File: config.mk
export PLATFORM = sky130hd
export DESIGN_NAME = motion_bbox_extract
export DESIGN_NICKNAME = d
export VERILOG_FILES = /design/src/rtl/imgd_pkg.sv /design/src/rtl/sync_edge_detect.sv /design/src/rtl/motion_bbox_extract.sv
export SDC_FILE = /design/constraint.sdc
export NUM_CORES = 1
export LEC_CHECK = 0
export CAP_MARGIN = 20
export CELL_PAD_IN_SITES_DETAIL_PLACEMENT = 0
export CELL_PAD_IN_SITES_GLOBAL_PLACEMENT = 2
export CORE_MARGIN = 5
export CORE_UTILIZATION = 36
export DETAILED_ROUTE_END_ITERATION = 8
export PLACE_DENSITY = 0.81
export SLEW_MARGIN = 15
export SYNTH_ARGS = -nofsm -noshare
export SYNTH_HDL_FRONTEND = slang
export SYNTH_HIERARCHICAL = 1
export SYNTH_SLANG_ARGS = --single-unit
File: constraint.sdc
create_clock -name clk -period 2.65 [get_ports clk]
set_clock_uncertainty 0.05 [all_clocks]
set_input_delay 0.53 -clock clk [delete_from_list [all_inputs] [get_ports clk]]
set_output_delay 0.53 -clock clk [all_outputs]
set_load 0.005 [all_outputs]
File: src/rtl/imgd_pkg.sv
// Shared image-path types: frame geometry defaults, box record layout and
// the frame-tracking FSM encoding.
package imgd_pkg;
    localparam int COORD_W = 10;
    localparam int CNT_W   = 19;

    localparam logic [COORD_W-1:0] IMG_HDISP_DEF = 10'd640;
    localparam logic [COORD_W-1:0] IMG_VDISP_DEF = 10'd480;
    localparam logic [CNT_W-1:0]   CNT_MAX       = '1;

    typedef struct packed {
        logic [COORD_W-1:0] x_min;
        logic [COORD_W-1:0] x_max;
        logic [COORD_W-1:0] y_min;
        logic [COORD_W-1:0] y_max;
        logic [CNT_W-1:0]   pix_cnt;
        logic               hit;
        logic               ovf;
    } bbox_t;

    typedef enum logic [1:0] {IDLE, ACCUM, LATCH, WAIT} bbox_state_e;

    // Empty-frame accumulator: mins start at the far corner so the first
    // foreground pixel overwrites them.
    function automatic bbox_t bbox_init(input logic [COORD_W-1:0] hdisp,
                                        input logic [COORD_W-1:0] vdisp);
        bbox_t b;
        b       = '0;
        b.x_min = hdisp - 1'b1;
        b.y_min = vdisp - 1'b1;
        return b;
    endfunction
endpackage

File: src/rtl/sync_edge_detect.sv
// Rise/fall detection of a level against its previous clock sample.
module sync_edge_detect (
    input  logic clk,
    input  logic d,
    output logic rise,
    output logic fall
);
    logic d_q;

    // Tracks the input even through reset, so a level already high at reset
    // release is never mistaken for a fresh rising edge.
    always_ff @(posedge clk) d_q <= d;

    assign rise = d & ~d_q;
    assign fall = ~d & d_q;
endmodule

File: src/rtl/motion_bbox_extract.sv
// Per-frame bounding box, foreground count and overflow flag of the binary
// motion mask, published as one registered record at each frame end.
module motion_bbox_extract
    import imgd_pkg::*;
#(
    parameter logic [COORD_W-1:0] IMG_HDISP  = IMG_HDISP_DEF,
    parameter logic [COORD_W-1:0] IMG_VDISP  = IMG_VDISP_DEF,
    parameter logic [CNT_W-1:0]   MIN_PIXELS = 19'd64
) (
    input  logic               clk,
    input  logic               rst_n,
    input  logic               dilation_vsync,
    input  logic               dilation_href,
    input  logic               dilation_clken,
    input  logic               dilation_img_Bit,
    output logic               box_valid,
    output logic               box_hit,
    output logic [COORD_W-1:0] box_x_min,
    output logic [COORD_W-1:0] box_x_max,
    output logic [COORD_W-1:0] box_y_min,
    output logic [COORD_W-1:0] box_y_max,
    output logic [CNT_W-1:0]   box_pix_cnt,
    output logic               box_ovf
);
    logic vs_rise, vs_fall, href_rise_unused, href_fall;
    logic pix, in_range, hit;
    logic [COORD_W-1:0] x_cnt, y_cnt;
    bbox_state_e state, state_nxt;
    bbox_t acc, rec;

    sync_edge_detect u_vs_edge (
        .clk (clk), .d (dilation_vsync), .rise (vs_rise), .fall (vs_fall)
    );
    sync_edge_detect u_href_edge (
        .clk (clk), .d (dilation_href), .rise (href_rise_unused), .fall (href_fall)
    );

    assign pix      = dilation_vsync & dilation_href & dilation_clken;
    assign in_range = (x_cnt < IMG_HDISP) && (y_cnt < IMG_VDISP);
    assign hit      = (acc.pix_cnt >= MIN_PIXELS);

    // Counters saturate so an absurdly long line or frame stays out of range.
    always_ff @(posedge clk) begin
        if (!rst_n || !dilation_href)
            x_cnt <= '0;
        else if (pix && x_cnt != '1)
            x_cnt <= x_cnt + 1'b1;
    end

    always_ff @(posedge clk) begin
        if (!rst_n || vs_rise)
            y_cnt <= '0;
        else if (dilation_vsync && href_fall && y_cnt != '1)
            y_cnt <= y_cnt + 1'b1;
    end

    always_ff @(posedge clk) begin
        if (!rst_n) state <= IDLE;
        else        state <= state_nxt;
    end

    always_comb begin
        state_nxt = state;
        case (state)
            IDLE:    if (vs_rise) state_nxt = ACCUM;
            ACCUM:   if (vs_fall) state_nxt = LATCH;
            LATCH:   state_nxt = vs_rise ? ACCUM : WAIT;
            WAIT:    if (vs_rise) state_nxt = ACCUM;
            default: state_nxt = IDLE;
        endcase
    end

    always_ff @(posedge clk) begin
        if (!rst_n || vs_rise) begin
            acc <= bbox_init(IMG_HDISP, IMG_VDISP);
        end else if (state == ACCUM && pix) begin
            if (!in_range) begin
                acc.ovf <= 1'b1;
            end else if (dilation_img_Bit) begin
                if (x_cnt < acc.x_min) acc.x_min <= x_cnt;
                if (x_cnt > acc.x_max) acc.x_max <= x_cnt;
                if (y_cnt < acc.y_min) acc.y_min <= y_cnt;
                if (y_cnt > acc.y_max) acc.y_max <= y_cnt;
                if (acc.pix_cnt != CNT_MAX) acc.pix_cnt <= acc.pix_cnt + 1'b1;
            end
        end
    end

    // A frame below threshold reports a zero box so overlay draws nothing.
    always_ff @(posedge clk) begin
        if (!rst_n) begin
            box_valid <= 1'b0;
            rec       <= '0;
        end else begin
            box_valid <= (state == LATCH);
            if (state == LATCH) begin
                rec.hit     <= hit;
                rec.x_min   <= hit ? acc.x_min : '0;
                rec.x_max   <= hit ? acc.x_max : '0;
                rec.y_min   <= hit ? acc.y_min : '0;
                rec.y_max   <= hit ? acc.y_max : '0;
                rec.pix_cnt <= acc.pix_cnt;
                rec.ovf     <= acc.ovf;
            end
        end
    end

    assign box_hit     = rec.hit;
    assign box_x_min   = rec.x_min;
    assign box_x_max   = rec.x_max;
    assign box_y_min   = rec.y_min;
    assign box_y_max   = rec.y_max;
    assign box_pix_cnt = rec.pix_cnt;
    assign box_ovf     = rec.ovf;
endmodule

==> results.yml <==
pwr:
  power_leakage_nw: 3.22
  power_density_nw_per_um2: 582
  power_mw: 5.07
  ir_drop_uv: 449
finish:
  area_growth_pct: 24.6
  drive_above_1_share_pct: 9.80
  regArea_sq_um: 2920
  final_net_count: 886
  multi_input_area_sq_um: 3750
  stdcell_count: 1112
  antenna_cells: 0
  nFillCells: 1886
  final_util_pct: 45.2
worst_setup_path:
  slowest_delay_ps: 470
  critPathBufInv: 2
  critPathArrivalTime_ps: 2570
  crit_path_cell_trace: "inv_1 > ha_1 > nand4_1 > or3b_2 > a31oi_2 > buf_4 > or3_1 > o211ai_1"
  critPathCaptureType: "register"
  critPathKind: "register to register"
  r2r_slack_ps: 320
  slowest_stage: "or3b_2"
  crit_family: "simple AND/OR/NAND/NOR gates"
  cp_max_fo: 12
  startpoint_type: "register"
  crit_required_ps: 2890
clock_network:
  clk_path_buf_depth: 2
  post_cts_buffers: 0
  root_buffer: "clkbuf_16"
  cts-buffers-inserted: 17
  cts_tree: "done"
  clkSinkCount: 146
  clock_latency_ps: 420
  cts_max_level: 4
  postCtsResizedCells: 0
  holdBufCountCts: 0
  path_clk_slew_ps: 60
timing:
  rsz0062_at_grt: "false"
  drv_slew: 0
  finalSetupViolCount: 0
  period_share_pct: 87.8
  setup_tns_ps: 0
  hold_viol: 0
  fmax_ghz: 0.430
  fin_crit_ps: 2330
  worst_pin_slew_ps: 559
  slew_headroom_pct: 62.4
route:
  via_count: 5677
  drcViolationCount: 0
  drtPass1Iterations: 4
  ant_nets: 0
  wire_per_inst_um: 15.9
  wl_um: 17700
  via_per_inst: 5.11
  first_iter_violations: 279
placed_design:
  io_buffer_count: 67
  hpwlAfterDp_um: 12800
  routabilityCongestion: 0.817
  dp_cells: 1082
floorplanning:
  rows: 51
  start_util_pct: 36.3
  dieArea_sq_um: 22300
  pin_count: 68
  die_h_um: 149
  core-area_sq_um: 19300
  die_w_um: 149
synthesis:
  syn_area_sq_um: 7000
  synth.avg_cell_area_sq_um: 9.25
  syn_nets: 806
  yosysWarningCount: 6
  netlist_instances: 756
global_routing:
  grt_pass1_vias: 5723
  antenna_found_initial: 0
  grt_pass1_wl_um: 29300
  grt_max_degree: 47
  track_usage_pct: 16.2
  overflow: 0
run:
  maxCapViolations: 0
worst_hold_path:
  hold_path.class: "register to register"
run_status:
  outcome: "completed"
## worst min-delay path, stage by stage, from the launching register on
cell and delay, ps:
dfxtp_1 330, a31oi_1 40, nor2_1 70
## worst paths after layout
kind | to | depth (start not counted) | from
hold reg to reg | acc[0] | 2 | acc[0]
setup / recovery | acc[29] | 8 | acc[25]
setup reg to reg | acc[29] | 8 | acc[25]
hold / removal | acc[0] | 2 | acc[0]
## sequential cells by signal, summed over array words and instances (netlist names)
signal           cells
u_href_edge/d_q      1
box_ovf              1
box_x_max           10
acc                 60
box_valid            1
box_y_max           10
state                2
box_hit              1
box_pix_cnt         19
u_vs_edge/d_q        1
box_y_min           10
x_cnt               10
y_cnt               10
box_x_min           10
## area by class of cell
class	count	area share (%)
clock buffers	19	5.08
clock inverters	11	1.59
inverters	44	1.89
multi-input cells	522	43.0
flip-flops and latches	146	33.5
well taps	265	3.80
repair buffers	105	11.1
## per-stage QoR
stage	worst slack (ps)	instance area (sq um)	hold slack [ps]
3_5_place_dp	50.4	8130	418
6_report	323	8720	431
3_3_place_gp	154	8130	418
4_1_cts	333	8720	437
2_1_floorplan	486	7000	387
5_1_grt	201	8720	488
## cell usage in the layout, fill, tap and decap left out, drive strengths merged, types with 14 or more instances in the layout
cell / n
clkbuf: 19
nor2: 60
a21oi: 23
ha: 44
a22oi: 40
and3: 14
o211ai: 32
o2111ai: 15
nand3: 22
buf: 39
xor2: 21
nor2b: 67
nand2: 37
dfxtp: 146
nand4: 14
clkdlybuf4s50: 66
mux2i: 37
inv: 43
o21ai: 15
## report_power, final
| part | total, mW | internal (mW) | leakage (nW) | switching [mW] |
|---|---|---|---|---|
| combinational | 0.432 | 0.161 | 1.76 | 0.271 |
| clock | 2.40 | 1.49 | 0.284 | 0.919 |
| sequential | 2.24 | 2.22 | 1.18 | 0.0145 |
## routing by layer
layer / vias up / GRT usage [%] / part of all wire (%)
met3: 15 / 3.69 / 3.3
met4: 0 / 4.62 / 1.2
met2: 72 / 26.6 / 47
met1: 2732 / 21.6 / 49
met5: - / 0 / 0
li1: 2858 / - / -
Note: power is estimated with default switching activity, not from simulation.
